File: config.mk
export PLATFORM = sky130hd
export DESIGN_NAME = cifra_mistura_colunas
export DESIGN_NICKNAME = d
export VERILOG_FILES = /design/src/rtl/aes_pkg.sv /design/src/rtl/mistura_coluna.sv /design/src/rtl/cifra_mistura_colunas.sv
export SDC_FILE = /design/constraint.sdc
export NUM_CORES = 1
export LEC_CHECK = 0
export ABC_AREA = 1
export CORE_MARGIN = 2
export CORE_UTILIZATION = 39
export DETAILED_ROUTE_END_ITERATION = 16
export SYNTH_ARGS = -nofsm -noshare
export SYNTH_HDL_FRONTEND = slang
export SYNTH_SLANG_ARGS = --single-unit
File: constraint.sdc
create_clock -name clk -period 2.1 [get_ports clk]
set_input_delay 0.63 -clock clk [delete_from_list [all_inputs] [get_ports clk]]
set_output_delay 0.63 -clock clk [all_outputs]
set_load 0.05 [all_outputs]
File: src/rtl/aes_pkg.sv
// Shared AES definitions for the encrypt datapath.
//   AES_POLI_RED  : low byte of the GF(2^8) reduction polynomial x^8+x^4+x^3+x+1
//   AES_N_COLUNAS : number of 32-bit columns in a 128-bit state
//   estado_t      : control states of the MixColumns engine
//   byte_lsb / coluna_ler / coluna_escrever : byte and column addressing helpers.
//     Byte k of a state sits at bits [127-8k -: 8]; column c is bytes
//     {c, c+4, c+8, c+12}, top row in bits [31:24] of the column word.
package aes_pkg;

  localparam logic [7:0] AES_POLI_RED  = 8'h1B;
  localparam int         AES_N_COLUNAS = 4;

  typedef enum logic [1:0] {
    OCIOSO,
    CALCULA,
    PRONTO
  } estado_t;

  // Lowest bit index of byte k inside a 128-bit state.
  function automatic int byte_lsb(input int k);
    return 120 - 8 * k;
  endfunction

  function automatic logic [31:0] coluna_ler(input logic [127:0] s, input logic [1:0] c);
    logic [31:0] r;
    r = '0;
    for (int row = 0; row < 4; row++) begin
      r[24 - 8 * row +: 8] = s[byte_lsb(int'(c) + 4 * row) +: 8];
    end
    return r;
  endfunction

  function automatic logic [127:0] coluna_escrever(input logic [127:0] s, input logic [1:0] c,
                                                   input logic [31:0] v);
    logic [127:0] r;
    r = s;
    for (int row = 0; row < 4; row++) begin
      r[byte_lsb(int'(c) + 4 * row) +: 8] = v[24 - 8 * row +: 8];
    end
    return r;
  endfunction

endpackage

File: src/rtl/mistura_coluna.sv
// Combinational MixColumns on a single column.
//   coluna  in  32  column {a,b,c,d}, a in bits [31:24]
//   mistura out 32  mixed column, same layout
// Only four xtime units are needed: 3x is formed as xtime(x) ^ x.
module mistura_coluna (
  input  logic [31:0] coluna,
  output logic [31:0] mistura
);
  import aes_pkg::*;

  function automatic logic [7:0] xtime(input logic [7:0] x);
    return {x[6:0], 1'b0} ^ (x[7] ? AES_POLI_RED : 8'h00);
  endfunction

  logic [7:0] a, b, c, d;
  logic [7:0] a2, b2, c2, d2;

  always_comb begin
    a  = coluna[31:24];
    b  = coluna[23:16];
    c  = coluna[15:8];
    d  = coluna[7:0];
    a2 = xtime(a);
    b2 = xtime(b);
    c2 = xtime(c);
    d2 = xtime(d);
    mistura[31:24] = a2 ^ (b2 ^ b) ^ c ^ d;
    mistura[23:16] = a ^ b2 ^ (c2 ^ c) ^ d;
    mistura[15:8]  = a ^ b ^ c2 ^ (d2 ^ d);
    mistura[7:0]   = (a2 ^ a) ^ b ^ c ^ d2;
  end

endmodule

File: src/rtl/cifra_mistura_colunas.sv
// Sequential MixColumns engine: one column per cycle, valid/ready on both sides.
//   clk         in   1    clock
//   rst         in   1    synchronous active-high reset
//   ent_valid   in   1    bloco/bypass valid
//   ent_ready   out  1    engine can take a state this cycle
//   bloco       in   128  input state
//   bypass      in   1    1 = return bloco unmixed (final round)
//   saida_valid out  1    saida holds a result
//   saida_ready in   1    consumer accepts saida
//   saida       out  128  result state
module cifra_mistura_colunas (
  input  logic         clk,
  input  logic         rst,
  input  logic         ent_valid,
  output logic         ent_ready,
  input  logic [127:0] bloco,
  input  logic         bypass,
  output logic         saida_valid,
  input  logic         saida_ready,
  output logic [127:0] saida
);
  import aes_pkg::*;

  estado_t        state_reg, state_next;
  logic [1:0]     col_reg, col_next;
  logic [127:0]   work_reg, work_next;
  logic [127:0]   saida_reg, saida_next;
  logic           captura;
  logic [31:0]    coluna_atual, mistura;
  logic [AES_N_COLUNAS-1:0] col_en;

  // Single shared column mixer, fed by the column selected by col_reg.
  assign coluna_atual = coluna_ler(work_reg, col_reg);

  mistura_coluna u_mistura (
    .coluna  (coluna_atual),
    .mistura (mistura)
  );

  // One write enable per output column, active only in its CALCULA slot.
  for (genvar gi = 0; gi < AES_N_COLUNAS; gi++) begin : g_col_en
    assign col_en[gi] = (state_reg == CALCULA) && (col_reg == 2'(gi));
  end

  always_comb begin
    state_next = state_reg;
    col_next   = col_reg;
    ent_ready  = 1'b0;
    captura    = 1'b0;
    case (state_reg)
      OCIOSO: begin
        ent_ready = 1'b1;
        if (ent_valid) begin
          captura    = 1'b1;
          state_next = bypass ? PRONTO : CALCULA;
          col_next   = 2'd0;
        end
      end
      CALCULA: begin
        col_next = col_reg + 2'd1;
        if (col_reg == 2'd3) begin
          state_next = PRONTO;
        end
      end
      PRONTO: begin
        // Releasing the result frees the engine, so a new state may be
        // taken in the very same cycle.
        ent_ready = saida_ready;
        if (saida_ready) begin
          if (ent_valid) begin
            captura    = 1'b1;
            state_next = bypass ? PRONTO : CALCULA;
            col_next   = 2'd0;
          end else begin
            state_next = OCIOSO;
          end
        end
      end
      default: state_next = OCIOSO;
    endcase
  end

  always_comb begin
    work_next  = captura ? bloco : work_reg;
    saida_next = saida_reg;
    if (captura && bypass) begin
      saida_next = bloco;
    end else begin
      for (int c = 0; c < AES_N_COLUNAS; c++) begin
        if (col_en[c]) begin
          saida_next = coluna_escrever(saida_next, 2'(c), mistura);
        end
      end
    end
  end

  always_ff @(posedge clk) begin
    if (rst) begin
      state_reg <= OCIOSO;
      col_reg   <= 2'd0;
      work_reg  <= '0;
      saida_reg <= '0;
    end else begin
      state_reg <= state_next;
      col_reg   <= col_next;
      work_reg  <= work_next;
      saida_reg <= saida_next;
    end
  end

  assign saida_valid = (state_reg == PRONTO);
  assign saida       = saida_reg;

endmodule

# == Word-level counts from Yosys, hierarchy flattened ==
# Cells that the tools add are included.
# Widths: inputs -> output; s select.
# classes
mux,22
shift,4
addsub,8
reduce_logical,10
bitwise,20
n_eq_ne,8
# ops
cell,n
$mux 128,2
$shiftx 128x8->8,2
$shiftx 128x9->8,2
$xor 8x8->8,20
$mux 120,1
$mux 112,1
$mux 104,1
$mux 5,4
$sub 7x8->9 const A,2
$mux 2,7
$pmux 2 s3,2
$add 2x4->5 const B,2
$sub 7x5->8 const A,1
$sub 7x7->8 const A,1
$eq 2x2->1 const B,3
$logic_and 1x1->1,5
$add 2x3->4 const B,1
$eq 2x1->1 const B,2
$logic_not 2->1,2
$ne 2x1->1 const B,2
$pmux 1 s2,2
$reduce_and 3->1,1
$reduce_bool 3->1,1
$add 2x1->2 const B,1
3 further kinds,4
# totals
regBits,260
in_bits,133
word_cells,76
output_inout_bits,130

# == Longest topological paths before layout ==
# logic_depth
word_depth,14
depth_mapped,16
mapped_depth_nobuf,14

# == Cells and area by module ==
# A second synthesis with hierarchy kept.
# unflattened
cells_unflattened,2107
area_unflattened_um2,13325.3
# modules_own_cells
module,n_inst,cells_each,area_per_inst_um2,seq_area_each_um2
cifra_mistura_colunas,1,1692,11481.0,5205.0
mistura_coluna,1,415,1844.3,0.0

# == Worst setup path after synthesis ==
# OpenSTA, ideal clock, no wires.
# synth_timing
kind,input to register
startpoint,input saida_ready
endpoint,"register saida_reg[119], in the netlist saida[119]"
required_ns,1.972
slack_ns,0.068
n_path_buf,2
arrival_time_ns,1.904
path_stages,11
setup_ns,0.128
path_cell_list,nor2_2 nor2_4 nand2_2 nor2_4 inv_4 buf_6 buf_2 nand3_1 o21ai_1 nor2_1 nor2_1
# synth_via
elab_chain_len,4
# synth_lines
element,line,rtl
from (decl),cifra_mistura_colunas.sv:19,"input logic saida_ready,"
$mux 1,cifra_mistura_colunas.sv:69,if (saida_ready) begin
$pmux 1 s2,cifra_mistura_colunas.sv:50,case (state_reg)
$logic_and 1x1->1,cifra_mistura_colunas.sv:86,if (captura && bypass) begin
$mux 128,cifra_mistura_colunas.sv:86,
to (signal assigned),cifra_mistura_colunas.sv:107,saida_reg <= saida_next;
to (decl),cifra_mistura_colunas.sv:27,"logic [127:0] saida_reg, saida_next;"
# No other way between the ends.
# A chain may end at the register's enable or synchronous reset.

# == Worst setup path after layout ==
# layout_timing
startpoint,register col_reg[0]
endpoint,"register saida_reg[81], in the netlist saida[81]"
# layout_via
elab_chain_len,12
elab_cells_between_ends,25
cone_classes,7 x add/sub; 1 x eq/ne; 4 x shift; 6 x mux; 6 x bitwise; 1 x reduce/logical
# layout_lines
element,line,rtl
from (decl),cifra_mistura_colunas.sv:25,"logic [1:0] col_reg, col_next;"
from (signal assigned),cifra_mistura_colunas.sv:105,col_reg <= col_next;
$add 2x4->5 or $add 2x3->4 (tied branches),aes_pkg.sv:28,r[24 - 8 * row +: 8] = s[byte_lsb(int'(c) + 4 * row) +: 8];
$sub 7x8->9 or $sub 7x7->8 (tied branches),aes_pkg.sv:21,return 120 - 8 * k;
$shiftx 128x9->8 or $shiftx 128x8->8 (tied branches),aes_pkg.sv:28,
$mux 5,mistura_coluna.sv:12,"return {x[6:0], 1'b0} ^ (x[7] ? AES_POLI_RED : 8'h00);"
$xor 8x8->8,mistura_coluna.sv:12,
$xor 8x8->8 (3 in a row),mistura_coluna.sv:28,mistura[23:16] = a ^ b2 ^ (c2 ^ c) ^ d;
$mux 120 (*),cifra_mistura_colunas.sv:90,if (col_en[c]) begin
$mux 112 (*),cifra_mistura_colunas.sv:90,
$mux 104 (*),cifra_mistura_colunas.sv:90,
$mux 128 (*),cifra_mistura_colunas.sv:86,
# Every way passes the cells marked *; elsewhere a longest branch is shown, timed or not.

==> flow_summary.yaml <==
setup_path:
  r2r-start: "col_reg[0]"
  critPathMaxFanout: 10
  cp-end-kind: "register"
  slowest_delay_ns: 0.45
  critPathSlowestCell: "dfxtp_4"
  cp_data_required_time_ns: 2.59
  critPathLaunchType: "register"
  cp-startpoint: "col_reg[0]"
  path_class: "register to register"
  cp.arrival_ns: 2.63
  path_cells: "buf_12 -> buf_12 -> nand2_1 -> nand3_1 -> nand2_1 -> nand2_1 -> nand3_1 -> nand2_2 -> inv_1 -> nand2_2 -> buf_12 -> nand4_1 -> a21oi_2"
synth:
  netlist_area_um2: 14400
  synth_edf_count: 0
  ys_ff_latch: 260
  syn_inst: 2287
  synthArstFlopShare_pct: 0
  yosysSeqAreaShare_pct: 36.2
  synth_ff_type: "dfxtp_1"
  avgSynthCellArea_um2: 6.29
  synth.net_count: 2424
  netlist-cell-type-count: 36
  yosys_warnings: 0
status:
  violations: "negative setup slack"
  outcome: "finished, violations left"
clock_tree:
  clock_latency_ns: 0.58
  cts.sinks: 260
  cts_tree: "built"
  cts.clk_slew.worst_paths_ns: 0.06
  cts-root-buf: "clkbuf_16"
  cts_buffers: 30
  hold_buffers: 0
  cts.path.max_buffers: 3
  cts-htree-levels: 1
final_layout:
  drive_above_1_share_pct: 23.5
  final_cell_area_um2: 20200
  final_nets: 2754
  utilization_pct: 55.4
  area.growth.synth_to_final_pct: 40.5
place:
  dp_slack_ns: -0.303
  hpwl_um: 49000
  portBuffers: 262
  gp_congestion: 0.913
  placed_area_um2: 18100
detailed_routing:
  wl_per_cell_um: 21.5
  first_iter_violations: 1978
  via_per_inst: 5.46
  vias: 16980
  wirelength_um: 66700
  first_pass_iters: 7
  ant_nets: 0
  post-route-drc-count: 0
sta:
  slew_headroom_pct: 68.7
  rsz0062_at_grt: "true"
  min_period_ns: 2.14
  setup_ws_ns: -0.0402
  finalHoldViolations: 0
  maxSlewViolCount: 0
  skew_ns: 0.0323
  fin_tns_setup_ns: -0.140
  worst_pin_slew_ns: 0.470
  max_freq_mhz: 467
  min_period_over_period_pct: 102
  setup_viol: 7
global_route:
  grt_overflow_total: 0
  grt_first_pass_wirelength_um: 94900
  grt_usage_pct: 32.5
  grt_max_degree: 91
  grt_pass1_vias: 15395
  antenna_found_initial: 3
run:
  drv_cap: 0
hold_path:
  holdCritStartpoint: "work_reg[36]"
  hold_path.class: "register to register"
floorplan:
  fp-row-count: 70
  initial_core_util_pct: 39.5
  die-area_um2: 38400
  die_h_um: 196
  die_w_um: 196
  ioPinCount: 263
  coreArea_um2: 36400
pwr:
  ir_drop_uv: 627
  cellPowerDensity_nw_per_um2: 910
  p_leak_nw: 9.58
## what timing repair did
action | 4_1_cts | 5_1_grt
setup buffers | 0 | 18
gates cloned | 0 | 8
pin swaps | 1 | 50
resized for setup | 15 | 219
setup endpoints to repair | 72 | 119
## metal layers
layer	wire length [um]	vias up	share of wire [%]	track usage, %
met1	29300	8048	44	46.3
met2	29100	797	44	49.3
met5	13	-	0.019	0
met3	6530	103	9.8	8.13
li1	-	8030	-	-
met4	1810	2	2.7	7.69
## final timing paths
check / to / slack, ns / depth (start not counted)
max: saida[81] / -0.04 / 13
min reg2reg: work_reg[36] / 0.45 / 2
max reg2reg: saida[81] / -0.04 / 13
min: work_reg[36] / 0.45 / 2
## synth_stat cells (all sizes together) (2+ instances only)
cell | instances | area, um^2
a31oi | 19 | 119
clkbuf | 65 | 244
ha | 4 | 50.1
inv | 173 | 659
xnor2 | 7 | 61.3
nand4 | 57 | 357
a21oi | 138 | 706
nor2 | 212 | 816
nand2 | 837 | 3360
o21ai | 184 | 921
dfxtp | 260 | 5200
xor2 | 2 | 17.5
buf | 74 | 493
nand3b | 4 | 42.5
nand3 | 245 | 1290
## worst max-delay path: cells and delay by family (launching register included)
family / cells / cell delay, ns
buffers and inverters: 4 / 0.51
and+or+nand+nor: 8 / 0.88
AOI/OAI and AO/OA: 1 / 0.19
DFF: 1 / 0.45
## report_power, final
group / internal (mW) / total [mW] / switching (mW)
Combinational: 2.53 / 7.47 / 4.94
Sequential: 5.47 / 5.86 / 0.394
Clock: 2.84 / 5.05 / 2.21
## cell families (layout without fill, tap and decap cells)
kind of cell / after synthesis / after routing / synth area share (%)
AOI/OAI and AO/OA: 345 / 345 / 12.4
xor gates and xnor gates: 9 / 9 / 0.548
adders and majority gates: 4 / 4 / 0.348
buffers and inverters: 312 / 660 / 9.71
DFF: 260 / 260 / 36.2
other: 0 / 1 / 0
and+or+nand+nor: 1357 / 1361 / 40.8
## placed cells by master (no fill, tap or decap), types with 2 or more instances in the layout
| cell | Yosys | final |
|---|---|---|
| clkinv_2 | 0 | 7 |
| o21ai_1 | 10 | 10 |
| nor2_4 | 2 | 3 |
| dfxtp_4 | 0 | 2 |
| nand3_1 | 233 | 202 |
| nand3_4 | 0 | 12 |
| nand3_2 | 12 | 31 |
| inv_2 | 11 | 11 |
| ha_1 | 4 | 4 |
| inv_6 | 0 | 3 |
| nand2_1 | 761 | 665 |
| clkinv_8 | 0 | 2 |
| a21oi_1 | 134 | 119 |
| nand4_1 | 57 | 57 |
| nand2_8 | 0 | 4 |
| dfxtp_1 | 260 | 257 |
| inv_4 | 1 | 3 |
| a31oi_1 | 19 | 18 |
| clkbuf_8 | 0 | 6 |
| o21ai_0 | 174 | 174 |
| nand2_2 | 70 | 128 |
| a21oi_2 | 4 | 19 |
| xor2_1 | 2 | 2 |
| nand2_4 | 6 | 44 |
| buf_4 | 10 | 253 |
| nor2_1 | 208 | 207 |
| nand3b_1 | 3 | 3 |
| clkbuf_16 | 0 | 32 |
| inv_1 | 160 | 156 |
| xnor2_2 | 0 | 6 |
| buf_6 | 9 | 5 |
| clkdlybuf4s50_1 | 0 | 130 |
| clkbuf_1 | 65 | 9 |
| buf_12 | 3 | 38 |
| nor2_2 | 2 | 2 |
## final cells by class
cell class | instances | area (um^2)
Fill cell | 3532 | 16200
Multi-Input combinational cell | 1719 | 8680
Sequential cell | 260 | 5210
Timing Repair Buffer | 431 | 4100
Clock buffer | 45 | 867
Inverter | 173 | 676
Tap cell | 468 | 586
Clock inverter | 9 | 62.6
Timing Repair inverter | 2 | 20.0
Antenna cell | 1 | 2.50
## through the flow
step,instances,hold slack [ns],power (mW)
detailed placement,3027,0.437,12.5
floorplan,2287,0.424,9.72
CTS,3081,0.447,17.5
finish,3108,0.448,18.4
global route,3108,0.460,19.1
global placement,3027,0.435,12.5
No activity file was read; power rests on OpenSTA's default activity.
